--- src/rtl/mac_vec_acc_if.sv ---
// Operand/result bundle for the vector MAC: the source drives pairs and
// clr, the engine returns running state and completed-vector results.
interface mac_vec_acc_if #(
   parameter int DATA_W = 8,
   parameter int ACC_W  = 16,
   parameter int LEN    = 4
);
   localparam int CNT_W = $clog2(LEN) + 1;

   logic              clr;
   logic              in_valid;
   logic [DATA_W-1:0] a;
   logic [DATA_W-1:0] b;
   logic [ACC_W-1:0]  acc;
   logic [CNT_W-1:0]  cnt;
   logic              carry;
   logic              done;
   logic [ACC_W-1:0]  result;
   logic              ovf;

   modport master (
      output clr, in_valid, a, b,
      input  acc, cnt, carry, done, result, ovf
   );

   modport slave (
      input  clr, in_valid, a, b,
      output acc, cnt, carry, done, result, ovf
   );
endinterface

--- src/rtl/mac_vec_acc.sv ---
// Two-stage unsigned multiply-accumulate over LEN-pair vectors.
// Define MAC_SATURATE_EN to clamp overflowing vectors to all ones.
module mac_vec_acc #(
   parameter int DATA_W = 8,
   parameter int ACC_W  = 16,
   parameter int LEN    = 4
) (
   input logic          clk,
   input logic          reset,
   mac_vec_acc_if.slave bus
);
   localparam int CNT_W = $clog2(LEN) + 1;
   localparam int PW    = 2 * DATA_W;
   localparam int SW    = ACC_W + 1;

   logic [PW-1:0]    r_prod;
   logic             r_p_vld;
   logic [ACC_W-1:0] r_acc;
   logic [CNT_W-1:0] r_cnt;
   logic             r_carry;
   logic             r_done;
   logic [ACC_W-1:0] r_result;
   logic             r_ovf;

   logic [PW-1:0]    w_prod;
   logic [SW-1:0]    w_sum;
   logic             w_ovf;
   logic             w_last;
   logic [ACC_W-1:0] w_val;

   assign w_prod = PW'(bus.a) * PW'(bus.b);
   assign w_sum  = {1'b0, r_acc} + SW'(r_prod);
   assign w_ovf  = r_carry | w_sum[ACC_W];
   assign w_last = (r_cnt == CNT_W'(LEN - 1));

`ifdef MAC_SATURATE_EN
   // Once carry is set the vector stays pinned at all ones.
   assign w_val = w_ovf ? {ACC_W{1'b1}} : w_sum[ACC_W-1:0];
`else
   assign w_val = w_sum[ACC_W-1:0];
`endif

   always_ff @(posedge clk) begin
      if (reset) begin
         r_prod   <= '0;
         r_p_vld  <= 1'b0;
         r_acc    <= '0;
         r_cnt    <= '0;
         r_carry  <= 1'b0;
         r_done   <= 1'b0;
         r_result <= '0;
         r_ovf    <= 1'b0;
      end else begin
         r_done <= 1'b0;
         if (bus.clr) begin
            r_p_vld <= 1'b0;
            r_acc   <= '0;
            r_cnt   <= '0;
            r_carry <= 1'b0;
         end else begin
            r_p_vld <= bus.in_valid;
            if (bus.in_valid)
               r_prod <= w_prod;
            if (r_p_vld) begin
               if (w_last) begin
                  r_result <= w_val;
                  r_ovf    <= w_ovf;
                  r_done   <= 1'b1;
                  r_acc    <= '0;
                  r_cnt    <= '0;
                  r_carry  <= 1'b0;
               end else begin
                  r_acc   <= w_val;
                  r_cnt   <= r_cnt + CNT_W'(1);
                  r_carry <= w_ovf;
               end
            end
         end
      end
   end

   assign bus.acc    = r_acc;
   assign bus.cnt    = r_cnt;
   assign bus.carry  = r_carry;
   assign bus.done   = r_done;
   assign bus.result = r_result;
   assign bus.ovf    = r_ovf;
endmodule
--- src/flat_wrapper.sv ---
// flat-port wrapper written by rule: the top's interface ports become plain ports
module mac_vec_acc_flat 
#(
   parameter int DATA_W = 8,
   parameter int ACC_W  = 16,
   parameter int LEN    = 4
)
  (clk, reset, bus_clr, bus_in_valid, bus_a, bus_b, bus_acc, bus_cnt, bus_carry, bus_done, bus_result, bus_ovf);
  mac_vec_acc_if #(.DATA_W(DATA_W), .ACC_W(ACC_W), .LEN(LEN)) bus_i ();
  input logic clk;
  input logic reset;
  input wire logic [$bits(bus_i.clr)-1:0] bus_clr;
  input wire logic [$bits(bus_i.in_valid)-1:0] bus_in_valid;
  input wire logic [$bits(bus_i.a)-1:0] bus_a;
  input wire logic [$bits(bus_i.b)-1:0] bus_b;
  output wire logic [$bits(bus_i.acc)-1:0] bus_acc;
  output wire logic [$bits(bus_i.cnt)-1:0] bus_cnt;
  output wire logic [$bits(bus_i.carry)-1:0] bus_carry;
  output wire logic [$bits(bus_i.done)-1:0] bus_done;
  output wire logic [$bits(bus_i.result)-1:0] bus_result;
  output wire logic [$bits(bus_i.ovf)-1:0] bus_ovf;
  assign bus_i.clr = bus_clr;
  assign bus_i.in_valid = bus_in_valid;
  assign bus_i.a = bus_a;
  assign bus_i.b = bus_b;
  assign bus_acc = bus_i.acc;
  assign bus_cnt = bus_i.cnt;
  assign bus_carry = bus_i.carry;
  assign bus_done = bus_i.done;
  assign bus_result = bus_i.result;
  assign bus_ovf = bus_i.ovf;
  mac_vec_acc #(.DATA_W(DATA_W), .ACC_W(ACC_W), .LEN(LEN)) u_core (.clk(clk), .reset(reset), .bus(bus_i));
endmodule
--- config.mk ---
export PLATFORM = sky130hd
export DESIGN_NAME = mac_vec_acc_flat
export DESIGN_NICKNAME = d
export VERILOG_FILES = /design/src/rtl/mac_vec_acc_if.sv /design/src/rtl/mac_vec_acc.sv /design/src/flat_wrapper.sv
export SDC_FILE = /design/constraint.sdc
export NUM_CORES = 1
export LEC_CHECK = 0
export BUFFER_PORTS_ARGS = -buffer_cell sky130_fd_sc_hd__buf_4
export CORE_MARGIN = 5
export CORE_UTILIZATION = 55
export CTS_BUF_LIST = sky130_fd_sc_hd__clkbuf_4
export DETAILED_ROUTE_END_ITERATION = 6
export PLACE_DENSITY = 0.79
export SLEW_MARGIN = 5
export SYNTH_ARGS = -nofsm -noshare
export SYNTH_HDL_FRONTEND = slang
export SYNTH_SLANG_ARGS = --single-unit
--- constraint.sdc ---
create_clock -name clk -period 5.7 [get_ports clk]
set_input_delay 1.71 -clock clk [delete_from_list [all_inputs] [get_ports clk]]
set_output_delay 1.71 -clock clk [all_outputs]
set_load 0.005 [all_outputs]
### After elaboration in Yosys (flattened, before gate mapping)

Cells that the tools add are included.

* muxes and demuxes: 4
* bitwise gates (word level): 3
* add/subtract/negate cells: 2
* eq/ne operators: 1
* reductions and logical operators: 4
* $lt $le $gt $ge: 0
* multipliers: 1
* div/mod/pow operators: 0
* shift operators: 0

Operators with widths (number)
* adder 16 x 16 -> 17 bit: 1
* multiplier 8 x 8 -> 16 bit: 1
* 2-to-1 mux 16 bit: 1
* adder 3 x 1 -> 3 bit (second input constant): 1
* equality test 3 x 2 -> 1 bit (second input constant): 1
* 2-to-1 mux 3 bit: 1
* AND reduction 3 bit: 1
* OR reduction 3 bit: 1
* 2-to-1 mux 1 bit: 2
* NOT 1 bit: 2
* AND reduction 2 bit: 1
* OR reduction 2 bit: 1
* OR 1 bit: 1

* output and inout bits: 38
* memories kept: 0
* input bits: 20
* RAM bits: 0
* register bits after elaboration: 55
* latch bits: 0
* bits in read-only memories: 0
* logic and storage cells: 23

### Longest topological paths before layout

* depth in word-level cells: 3
* gate-level depth with buffers: 16
* depth with buffers taken out: 16

### Least setup slack after synthesis

OpenSTA, ideal clock, no wires.

* path type: input to register
* start: input port bus_a[3]
* end: register u_core.r_prod[14]
* cell stages on the path: 16
* path slack: 0.202 ns
* library setup time: 0.122 ns
* arrival time: 5.377 ns
* path buffers: 0
* path through: and2_1 fa_1 inv_1 fa_1 inv_1 fa_1 inv_1 fa_1 inv_1 ha_1 o21a_1 o21ai_0 o21bai_1 a31oi_1 nor4_1 a221o_1

* word-level cells in the longest chain between the ends: 1

RTL lines
* start, declared: RTL line flat_wrapper.sv:14 `input wire logic [$bits(bus_i.a)-1:0] bus_a;`
* multiplier 8 x 8 -> 16 bit: RTL line mac_vec_acc.sv:31 `assign w_prod = PW'(bus.a) * PW'(bus.b);`
* end signal, assigned: RTL line mac_vec_acc.sv:63 `r_prod <= w_prod;`
* end, declared: RTL line mac_vec_acc.sv:16 `logic [PW-1:0] r_prod;`

Every way passes these cells.
A chain may end at the register's enable or synchronous reset.

### Final worst setup path

Ends and elaborated chain as after synthesis.

==> impl_results.md <==
* Max H-tree Level at 2
* Setup Buffers After CTS at 0
* Seq/Total Area, Yosys at 22.72%
* Ratio of cells with drive above 1 in the final layout at 13.16%
* Crit Path Max Fanout at 3
* Hold crit path type: reg2reg
* Placed cell area at 0.005451 sq mm
* Minimum clock period at 5.366 ns
* TritonCTS Buffers at 5
* DRT iter0 DRCs at 168
* Crit Path Category: in2reg
* # port buffers at 57
* Worst Setup End Kind: flop
* Post-synthesis mux area share at 0.6197%
* Max_slew headroom at 41.05%
* Fraction of registers with async set or reset after synthesis at 0%
* Post-Synth XOR/XNOR Area at 2.892%
* Initial DRT Pass Iterations at 7
* Period utilization at 94.14%
* Aggregate negative setup slack at 0 ns
* Crit path DAT at 5.64 ns
* Pwr dens at 231.7 mW/mm^2
* Clk_lat worst skew at 0.38 ns
* Die Wd at 103.9 microns
* Synth Area in Compound Gates at 17.38%
* Via count at 4206
* Fin. max-slew vios at 0
* Synthesis-stage register bit count at 55
* Clock Sinks at 55
* Yosys cell types at 52
* Average size of a mapped cell at 8.312 sq um
* Met3 usage at 2.607%
* Remaining antenna violation count at 0
* Starting Density at 56.11%
* CTS hold repair buffers at 0
* CTS tree: done
* Family with the most delay on the worst path: adder cells
* WHS Path Cells at 2
* Number of hold violations in the final report at 0
* Leak Pwr at 0.002659 uW
* Area Overhead vs Synth at 13.89%
* WP depth at 17
* Clk slew on worst S/H paths at 0.16 ns
* R2r worst-path depth at 9
* Core area at 0.008636 sq mm
* Main flop type after synthesis: dfxtp_1
* Slowest cell on the critical path: fa_1
* Mapped Cells at 583
* Met2 Usage GRT at 35.93%
* DRC viols at 0
* Wire length per cell at 14.54 microns
* Cell Area, Synth at 0.004846 sq mm
* Synth Area in Simple Gates at 20.94%
* Worst path cell trace: buf_4 > and2_1 > fa_1 > inv_1 > fa_1 > inv_1 > fa_1 > inv_1 > fa_1 > inv_1 > ha_1 > o21a_1 > o21ai_0 > o21bai_1 > a31oi_1 > nor4_1 > a221o_1
* Fin nets at 755
* Worst EP required at 5.98 ns
* Clock Skew at 0.01587 ns
* Vias in the first global route at 4163
* Final HPWL DP at 9156 microns
* Post-CTS Resized at 0
* Setup violators final at 0
* Initial antenna violation count at 1
* GR peak layer: met2
* Ys Warns at 0
* Syn nets at 693
* Die Area at 0.01079 sq mm
* Via/cell ratio at 5.571
* Max VDD drop at 124.9 uV
* Max incr delay on CP at 0.54 ns
* Worst slew pin tran at 0.8824 ns
* Max-cap violation count at 0
* Rows at 34
* Total congestion overflow at 0
* EDFF count, synth at 0
* Max Freq at 0.1864 GHz
* First-pass GRT wire length at 18910 microns
* RePlAce Congestion at 0.9216
* GRT met1 Usage at 25.40%
* Clock root buffer: clkbuf_4
* Die Y at 103.9 microns
* Buffers plus inverters on the worst setup path at 5
* RSZ-0062 raised after global routing: no
* Largest net degree at the start of global routing at 42
* Main combinational cell family by area after synthesis: adder cells
* Status: completed
* Finished Cell Area at 0.005519 sq mm
* Synth Area in Adders at 28.97%
* Maximum buffer depth of the clock tree at 2
* I/O pin cnt at 58
* Post-Route WL at 10980 microns
* GRT Total Usage at 20.26%
* Critical Path Start Type: primary input
-- Yosys cell counts (3+ instances only) --
master	number	area (sq um)
o21ai_0	19	95.09
nand3_1	14	70.07
nor2b_1	7	43.79
nor2_1	36	135.1
xnor2_1	9	78.83
buf_2	5	25.02
ha_1	53	663.1
fa_1	37	740.7
a21o_1	6	45.04
or3_1	5	31.28
o31a_1	3	26.28
clkbuf_1	11	41.29
mux2i_1	3	30.03
a21oi_1	43	215.2
a22o_1	6	52.55
o21ai_1	3	15.01
nor4_1	3	18.77
nand2b_1	3	18.77
o211ai_1	3	22.52
xor2_1	7	61.31
a211oi_1	7	52.55
a31oi_1	4	25.02
and3_1	5	31.28
nand2_1	71	266.5
o21a_1	9	67.56
nor4b_1	4	35.03
a22oi_1	4	30.03
and2_1	47	294.0
nor3_1	10	50.05
inv_1	65	244.0
dfxtp_1	55	1101
o21bai_1	3	22.52
-- final timing paths --
path,startpoint,endpoint,slack (ns)
setup reg to reg,u_core.bus.acc[0]$_SDFFE_PP0P_,u_core.bus.result[10]$_SDFFE_PP0P_,3.35
setup / recovery,bus_a[3],u_core.r_prod[14]$_SDFFE_PP0P_,0.33
hold reg to reg,u_core.bus.result[12]$_SDFFE_PP0P_,u_core.bus.result[12]$_SDFFE_PP0P_,0.47
hold / removal,u_core.bus.result[12]$_SDFFE_PP0P_,u_core.bus.result[12]$_SDFFE_PP0P_,0.47
-- final cells by class --
class,instances,area [sq um]
inverter,65,244.0
multi-input combinational,446,3431
fill,801,3117
clock inverter,3,27.53
sequential,55,1101
antenna,1,2.502
timing repair buffer,72,540.5
clock buffer,5,37.54
tap,108,135.1
-- power breakdown --
| part | switching (uW) | total, uW | leakage, uW | internal [uW] |
|---|---|---|---|---|
| Clock | 131 | 183 | 0.0000333 | 52.1 |
| Combinational | 365 | 670 | 0.00218 | 305 |
| Sequential | 18.0 | 426 | 0.000445 | 408 |
| Total | 514 | 1280 | 0.00266 | 765 |
-- cell families (layout without fill, tap and decap cells) --
logic type                 Yosys count  in the layout
and+or+nand+nor                    208            208
xor gates and xnor gates            16             16
DFF                                 55             55
buffers and inverters               82            145
muxes                                3              3
other                                0              1
AOI/OAI and AO/OA                  129            129
adders and majority gates           90             90
-- registers in the layout, summed over array words and instances (netlist names) --
name and count:
u_core.bus.done 1, u_core.bus.acc 16, u_core.bus.ovf 1, u_core.r_prod 16, u_core.bus.cnt 3, u_core.bus.carry 1
u_core.r_p_vld 1, u_core.bus.result 16
-- layout by cell type, fill, tap and decap left out, types with 4 or more instances in the layout --
cell and n:
xnor2_1 9, nand3_1 14, ha_1 53, inv_1 65, clkbuf_4 5, nor2_1 36, a21oi_1 43, nor4b_1 4
o21a_1 9, dfxtp_1 55, a211oi_1 7, fa_1 37, and3_1 5, a22oi_1 4, nor3_1 10, a21o_1 6
buf_4 72, or3_1 5, xor2_1 7, nand2_1 71, and2_1 47, a31oi_1 4, nor2b_1 7, o21ai_0 19
a22o_1 6
-- per-stage QoR --
| step | hold slack, ns | power [uW] | setup WS (ns) | utilization [%] | cells |
|---|---|---|---|---|---|
| 2_1_floorplan | 0.4356 | 939.9 | 0.2016 | - | 583 |
| 3_3_place_gp | 0.4458 | 1082 | -0.008103 | 63.13 | 746 |
| 3_5_place_dp | 0.4489 | 1101 | -0.08708 | 63.13 | 746 |
| 4_1_cts | 0.4702 | 1287 | 0.3335 | 63.88 | 754 |
| 5_1_grt | 0.5027 | 1405 | 0.1529 | 63.91 | 755 |
| 6_report | 0.4681 | 1279 | 0.3340 | 63.91 | 755 |
-- worst register-to-register path, cell delays in order (launching register included) --
cell and delay, ns:
dfxtp_1 0.39, ha_1 0.21, inv_1 0.07, fa_1 0.41, nor2b_1 0.18, o31a_1 0.22
o21ai_1 0.14, o21ai_1 0.26, nor4b_1 0.27, a311o_1 0.16
-- layer usage --
layer  vias to the layer above  wire, microns
met1                      1987           4868
met4                         0            235
li1                       2104              -
met5                         -              0
met2                        94           5380
met3                        21            491
No activity file was read; power rests on OpenSTA's default activity.
